`src/rtl/ccff_pkg.sv`:
```
// Shared definitions for the configuration-chain loader: FSM states and
// default geometry.
package ccff_pkg;

   typedef enum logic {
      ST_IDLE = 1'b0,
      ST_LOAD = 1'b1
   } ccff_state_e;

   localparam int DEF_WORD_W    = 32;
   localparam int DEF_CHAIN_LEN = 1024;

endpackage

```
`src/rtl/ccff_word_serializer.sv`:
```
// Word-wide parallel-to-serial shifter, MSB first, with a count of bits
// still waiting to be shifted out.
module ccff_word_serializer
   import ccff_pkg::*;
#(
   parameter int WORD_W = DEF_WORD_W,
   parameter int BL_W   = $clog2(WORD_W + 1)
) (
   input  logic              prog_clk,
   input  logic              pReset,
   input  logic              clr,
   input  logic              load,
   input  logic              shift,
   input  logic [WORD_W-1:0] word,
   output logic              msb,
   output logic [BL_W-1:0]   bits_left
);

   logic [WORD_W-1:0] sreg;

   // Load wins over shift so the last bit of one word and the first bit of
   // the next leave on consecutive edges.
   always_ff @(posedge prog_clk or negedge pReset) begin
      if (!pReset) begin
         sreg      <= '0;
         bits_left <= '0;
      end else if (clr) begin
         sreg      <= '0;
         bits_left <= '0;
      end else if (load) begin
         sreg      <= word;
         bits_left <= BL_W'(WORD_W);
      end else if (shift && (bits_left != '0)) begin
         sreg      <= sreg << 1;
         bits_left <= bits_left - BL_W'(1);
      end
   end

   assign msb = sreg[WORD_W-1];

endmodule

```
`src/rtl/ccff_loader.sv`:
```
// Streams configuration words into a serial DFFR chain and packs the bits
// falling out of the chain tail into readback words.
module ccff_loader
   import ccff_pkg::*;
#(
   parameter int WORD_W    = DEF_WORD_W,
   parameter int CHAIN_LEN = DEF_CHAIN_LEN,
   parameter int CNT_W     = $clog2(CHAIN_LEN + 1)
) (
   input  logic              prog_clk,
   input  logic              pReset,
   input  logic              start,
   input  logic              abort,
   input  logic [WORD_W-1:0] cfg_data,
   input  logic              cfg_valid,
   output logic              cfg_ready,
   output logic              ccff_head,
   output logic              ccff_shift_en,
   input  logic              ccff_tail,
   output logic [WORD_W-1:0] rb_data,
   output logic              rb_valid,
   output logic              busy,
   output logic              done,
   output logic [CNT_W-1:0]  bit_count
);

   localparam int BL_W = $clog2(WORD_W + 1);

   ccff_state_e       state, state_nxt;
   logic [BL_W-1:0]   bits_left;
   logic [WORD_W-1:0] pack, pack_nxt;
   logic [BL_W-1:0]   pcnt;
   logic [31:0]       remain;
   logic              in_load, start_go, shift_go, last_bit, grp_full;
   logic              ser_clr, accept;

   assign in_load       = (state == ST_LOAD);
   assign busy          = in_load;
   assign ccff_shift_en = in_load && (bits_left != '0);
   assign remain        = 32'(CHAIN_LEN) - 32'(bit_count);

   // Only ask for another word while the chain still needs bits beyond
   // those already queued in the serializer.
   assign cfg_ready = in_load && (bits_left <= BL_W'(1)) && (remain > 32'(bits_left));
   assign accept    = cfg_valid && cfg_ready;
   assign shift_go  = ccff_shift_en && !abort;
   assign last_bit  = shift_go && (remain == 32'd1);
   assign start_go  = !in_load && start && !abort;
   assign ser_clr   = start_go || (in_load && (abort || last_bit));
   assign grp_full  = (pcnt == BL_W'(WORD_W - 1));
   assign pack_nxt  = (pack << 1) | WORD_W'(ccff_tail);

   ccff_word_serializer #(
      .WORD_W (WORD_W),
      .BL_W   (BL_W)
   ) u_ser (
      .prog_clk  (prog_clk),
      .pReset    (pReset),
      .clr       (ser_clr),
      .load      (accept),
      .shift     (ccff_shift_en),
      .word      (cfg_data),
      .msb       (ccff_head),
      .bits_left (bits_left)
   );

   always_ff @(posedge prog_clk or negedge pReset) begin
      if (!pReset) state <= ST_IDLE;
      else         state <= state_nxt;
   end

   always_comb begin
      state_nxt = state;
      case (state)
         ST_IDLE: if (start_go) state_nxt = ST_LOAD;
         ST_LOAD: if (abort || last_bit) state_nxt = ST_IDLE;
         default: state_nxt = ST_IDLE;
      endcase
   end

   // Groups are cleared after every emit, so a final short group comes out
   // right-justified with zero upper bits.
   always_ff @(posedge prog_clk or negedge pReset) begin
      if (!pReset) begin
         bit_count <= '0;
         pack      <= '0;
         pcnt      <= '0;
         rb_data   <= '0;
         rb_valid  <= 1'b0;
         done      <= 1'b0;
      end else begin
         done     <= last_bit;
         rb_valid <= 1'b0;
         if (start_go) begin
            bit_count <= '0;
            pack      <= '0;
            pcnt      <= '0;
         end else if (shift_go) begin
            bit_count <= bit_count + CNT_W'(1);
            if (grp_full || last_bit) begin
               rb_data  <= pack_nxt;
               rb_valid <= 1'b1;
               pack     <= '0;
               pcnt     <= '0;
            end else begin
               pack <= pack_nxt;
               pcnt <= pcnt + BL_W'(1);
            end
         end
      end
   end

endmodule

```
`config.mk`:
```
export PLATFORM = sky130hd
export DESIGN_NAME = ccff_loader
export DESIGN_NICKNAME = d
export VERILOG_FILES = /design/src/rtl/ccff_pkg.sv /design/src/rtl/ccff_word_serializer.sv /design/src/rtl/ccff_loader.sv
export SDC_FILE = /design/constraint.sdc
export NUM_CORES = 1
export LEC_CHECK = 0
export CAP_MARGIN = 15
export CORE_UTILIZATION = 45
export DETAILED_ROUTE_END_ITERATION = 7
export PLACE_DENSITY = 0.69
export SYNTH_ARGS = -nofsm -noshare
export SYNTH_HDL_FRONTEND = slang
export SYNTH_SLANG_ARGS = --single-unit
```
`constraint.sdc`:
```
create_clock -name prog_clk -period 5.21 [get_ports prog_clk]
set_clock_uncertainty 0.05 [all_clocks]
set_input_delay 1.042 -clock prog_clk [delete_from_list [all_inputs] [get_ports prog_clk]]
set_output_delay 1.042 -clock prog_clk [all_outputs]
set_load 0.02 [all_outputs]
```
==> results <==
- The clock insertion delay at the later pin of the skew report is 0.40 ns.
- The final count of negative-setup-slack endpoints is 0.
- The tool flagged a number of max-cap violations equal to 0.
- The initial antenna violation count came to 0.
- The flow ran to the end, and the final reports show no timing, DRC or antenna violations.
- The met3 demand-to-capacity share in global routing is 3.91%.
- In the final routed layout, each cell accounts on average for 15.6 um.
- The family with the most delay on the worst path is buffers and inverters.
- For this run, the register share of the synthesized area comes to 54.8%.
- The worst min-delay path startpoint is rb_data[21]$_DFFE_PN0P_.
- The area used by multi-input combinational logic is 2280 um^2.
- The largest fanout of any net on the critical path is 11.
- Global routing used 18.6% of the available tracks across all layers.
- Setup repair after global routing left no endpoint under its margin.
- The static leakage is 3.22 nW.
- The number of failing hold endpoints at the final stage came to 0.
- Summing the areas of all and, or, nand and nor instances in the mapped netlist gives 9.82% of the synthesized area.
- sky130_fd_sc_hd__dfrtp_1 takes more of the synthesized area than any other cell.
- In the final layout, flip-flops and latches occupy 3030 um^2.
- The area added between synthesis and finish is 28.3%.
- 87 I/O pins were placed.
- Entering global routing, the biggest net connects 77 pins.
- The total negative setup slack is 0 ns.
- The first-pass GRT wire length is 18800 um.
- The number of global-route vias before repair is 3910.
- The share of flip-flops with an asynchronous set or reset after synthesis is 100%.
- The signal on the critical path passes through inv_1, ha_1, nor4b_4, nor2_1, ha_1, a21oi_1, a21boi_0, o32ai_1, a21oi_1, clkdlybuf4s50_1.
- The design draws 3.18 mW.
- Post-CTS repair changed the size of 0 cells.
- The total routed wirelength is 10900 um.
- The die is 113 um tall.
- After the last flow step, the layout net total stands at 592.
- The total of hold buffers inserted after clock tree synthesis is 0.
- Summing the areas of all xor and xnor instances in the mapped netlist gives 2.69% of the synthesized area.
- The routed layout has 3843 vias.
- The number of instances in the synthesized netlist is 460.
- The Yosys warning count is 0.
- The tree is rooted in a sky130_fd_sc_hd__clkbuf_16.
- The main combinational cell family by area after synthesis is multiplexers.
- The adder-cell share of the synthesized area is 2.71%.
- The port buffer count is 86.
- The kind of end point of the critical path is an output port.
- The count of standard-cell rows is 40.
- The number of flops mapped to enable cells by yosys is 0.
- The setup fix buffers added after clock tree synthesis is 0.
- The number of fill cells in the layout is 965.
- The total power density per cell area is 448 nW/um^2.
- The worst setup path is launched from a register.
- The global route total overflow is 0.
- The antenna diode count is 0.
- The clock net in this run drives a total of 121 sinks.
- The die is 113 um wide.
- The critical path start-end classification is reg -> out.
- For the worst setup path, the data required time is 4.12 ns.
- By instance count, the leading cell after synthesis is sky130_fd_sc_hd__dfrtp_1.
- The startpoint identified for the worst register-to-register timing path is bit_count[0]$_DFFE_PN0P_.
- In this run the biggest area consumer among cell types represents 54.8% of the synthesized area.
- The minimum clock period after layout is 4.25 ns.
- The net count of the mapped netlist is 510.
- After routing the design area is 7100 um^2.
- The fraction of met2 tracks used by global routing is 29.3%.
- The slowest stage of the critical path belongs to the cell sky130_fd_sc_hd__clkdlybuf4s50_1.
- The share of layout cells above drive strength 1 is 13.5%.
- IR analysis of the VDD net gives a maximum drop of 225 uV.
- The number of synthesized register bits is 121.
- In the global route stage, met1 resource usage came out at 25.3%.
- For the worst setup path, the data arrival time is 3.16 ns.
- On the worst path, the slowest cell contributes a delay of 0.55 ns.
- The smallest hold slack is 0.437 ns.
- After synthesis, the most frequently instantiated cells are sky130_fd_sc_hd__dfrtp_1 (121), sky130_fd_sc_hd__nor2_1 (55), sky130_fd_sc_hd__mux2i_1 (34).
- In the routed layout, each cell is associated on average with a via count of 5.47.
- After detailed placement, the total cell area comes to 6470 um^2.
- The congestion estimate from routability-driven global placement came to 0.803.
- The die covers 12700 um^2.
- Clock tree synthesis inserted a total of 17 buffers.
- The average instance in the mapped netlist occupies 12.0 um^2.
- After synthesis, the netlist uses 52 different library cells.
- The core box area is 12000 um^2.
- The initial core utilization is 46.0%.
- After the first detailed-routing iteration, the DRC count stood at 231.
- The maximum buffer depth of the clock tree is 2.
- In this run the most used layer during global routing was met2.
- The DRC violation count after routing is 0.
- The number of antenna-violating nets in the routed design is 0.
- Measured against the total synthesized area, the mux share comes to 12.9%.
- The first TritonRoute pass finished after 4 iterations.
- The min-delay analysis places its worst path in the category reg -> reg.
- CTS built an H-tree with a depth of 4.
- The critical path contains buffers and inverters numbering 2 combined.
- The critical path starts at bit_count[0]$_DFFE_PN0P_.
- The relative slew slack is 29.3%.
- The top flip-flop cell by instance count after synthesis is sky130_fd_sc_hd__dfrtp_1.
- Yosys attributes the largest share of cell area to sky130_fd_sc_hd__dfrtp_1 (55%), sky130_fd_sc_hd__mux2i_1 (6.2%), sky130_fd_sc_hd__a22o_1 (5.1%).
- The synthesized netlist devotes 12.9% of its cell area to compound gates.
- The clock tree from TritonCTS is done.
- The portion of the clock cycle consumed by the worst path in the final layout is 81.7%.
- Summing every instance area after synthesis gives 5530 um^2.
- The clock-pin slew on the worst setup and hold paths is 0.06 ns.
- The count of pins over their slew limit is 0.
- The HPWL reported at the end of detailed placement is 6890 um.
- The setup slack on the worst flop-to-flop path is 1.61 ns.
- Timing would allow up to 235 MHz.
- The transition time of the tightest slew-check pin is 1.06 ns.
logic make-up after synthesis:
group | Yosys count
AOI/OAI and AO/OA | 89
buffers and inverters | 47
muxes | 67
DFF | 121
xor gates and xnor gates | 17
and+or+nand+nor | 107
adders and majority gates | 12
per-stage QoR:
step	utilization [%]	setup slack, ns	instances
after global placement	53.9	1.45	670
after detailed placement	53.9	1.38	670
final	59.1	0.956	702
after global routing	59.1	0.740	702
after CTS	59.1	0.942	702
after floorplan	-	1.83	460
worst paths after layout:
path | cells after the start | end
setup / recovery | 10 | cfg_ready
hold / removal | 1 | rb_data[21]$_DFFE_PN0P_
setup reg to reg | 11 | u_ser.sreg[2]$_DFFE_PN0P_
hold reg to reg | 1 | rb_data[21]$_DFFE_PN0P_
max in group asynchronous | 2 | u_ser.sreg[29]$_DFFE_PN0P_
min in group asynchronous | 2 | rb_data[20]$_DFFE_PN0P_
power by group:
group | internal (mW) | switching, mW
Clock | 0.806 | 0.427
Combinational | 0.353 | 0.403
Sequential | 1.08 | 0.109
Total | 2.24 | 0.939
per-layer routing:
| metal | up-vias | wire (um) |
|---|---|---|
| met1 | 1901 | 5210 |
| met2 | 94 | 5150 |
| li1 | 1830 | - |
| met4 | 0 | 174 |
| met5 | - | 0 |
| met3 | 18 | 414 |
placed cells by master (no fill, tap or decap), types with 3 or more instances in the layout:
| master | netlist | routed |
|---|---|---|
| sky130_fd_sc_hd__bufinv_16 | 0 | 4 |
| sky130_fd_sc_hd__nand2b_1 | 4 | 4 |
| sky130_fd_sc_hd__xnor2_1 | 13 | 13 |
| sky130_fd_sc_hd__clkinvlp_4 | 0 | 3 |
| sky130_fd_sc_hd__clkbuf_16 | 0 | 17 |
| sky130_fd_sc_hd__dfrtp_1 | 121 | 121 |
| sky130_fd_sc_hd__xor2_1 | 4 | 4 |
| sky130_fd_sc_hd__inv_6 | 0 | 3 |
| sky130_fd_sc_hd__nand3_1 | 9 | 9 |
| sky130_fd_sc_hd__mux2_2 | 24 | 24 |
| sky130_fd_sc_hd__a22o_1 | 32 | 32 |
| sky130_fd_sc_hd__nor3_1 | 4 | 4 |
| sky130_fd_sc_hd__nand2_1 | 12 | 12 |
| sky130_fd_sc_hd__a21oi_1 | 6 | 5 |
| sky130_fd_sc_hd__nor2_1 | 55 | 54 |
| sky130_fd_sc_hd__mux2i_1 | 34 | 34 |
| sky130_fd_sc_hd__buf_4 | 1 | 9 |
| sky130_fd_sc_hd__ha_1 | 12 | 12 |
| sky130_fd_sc_hd__inv_1 | 16 | 16 |
| sky130_fd_sc_hd__a211oi_1 | 32 | 32 |
| sky130_fd_sc_hd__mux2_1 | 9 | 9 |
| sky130_fd_sc_hd__clkdlybuf4s50_1 | 0 | 85 |
| sky130_fd_sc_hd__nand4_1 | 5 | 5 |
registers in the layout, summed over array words and instances (netlist names):
name	count
u_ser.sreg	32
pack	31
rb_valid	1
done	1
busy	1
bit_count	11
pcnt	6
u_ser.bits_left	6
rb_data	32
worst register-to-register path: cells and delay by family (launching register included):
kind,cells,cell delay [ns]
adders and majority gates,2,0.53
and+or+nand+nor,3,0.56
DFF,1,0.49
AOI/OAI and AO/OA,5,1.74
buffers and inverters,1,0.14
cell type report:
class,instances,share of cell area (%)
sequential,121,42.7
clock inverter,13,2.70
inverter,16,0.846
tap,147,2.59
multi-input combinational,292,32.2
timing repair buffer,94,12.9
clock buffer,19,6.10
(Power assumes the default switching activity.)
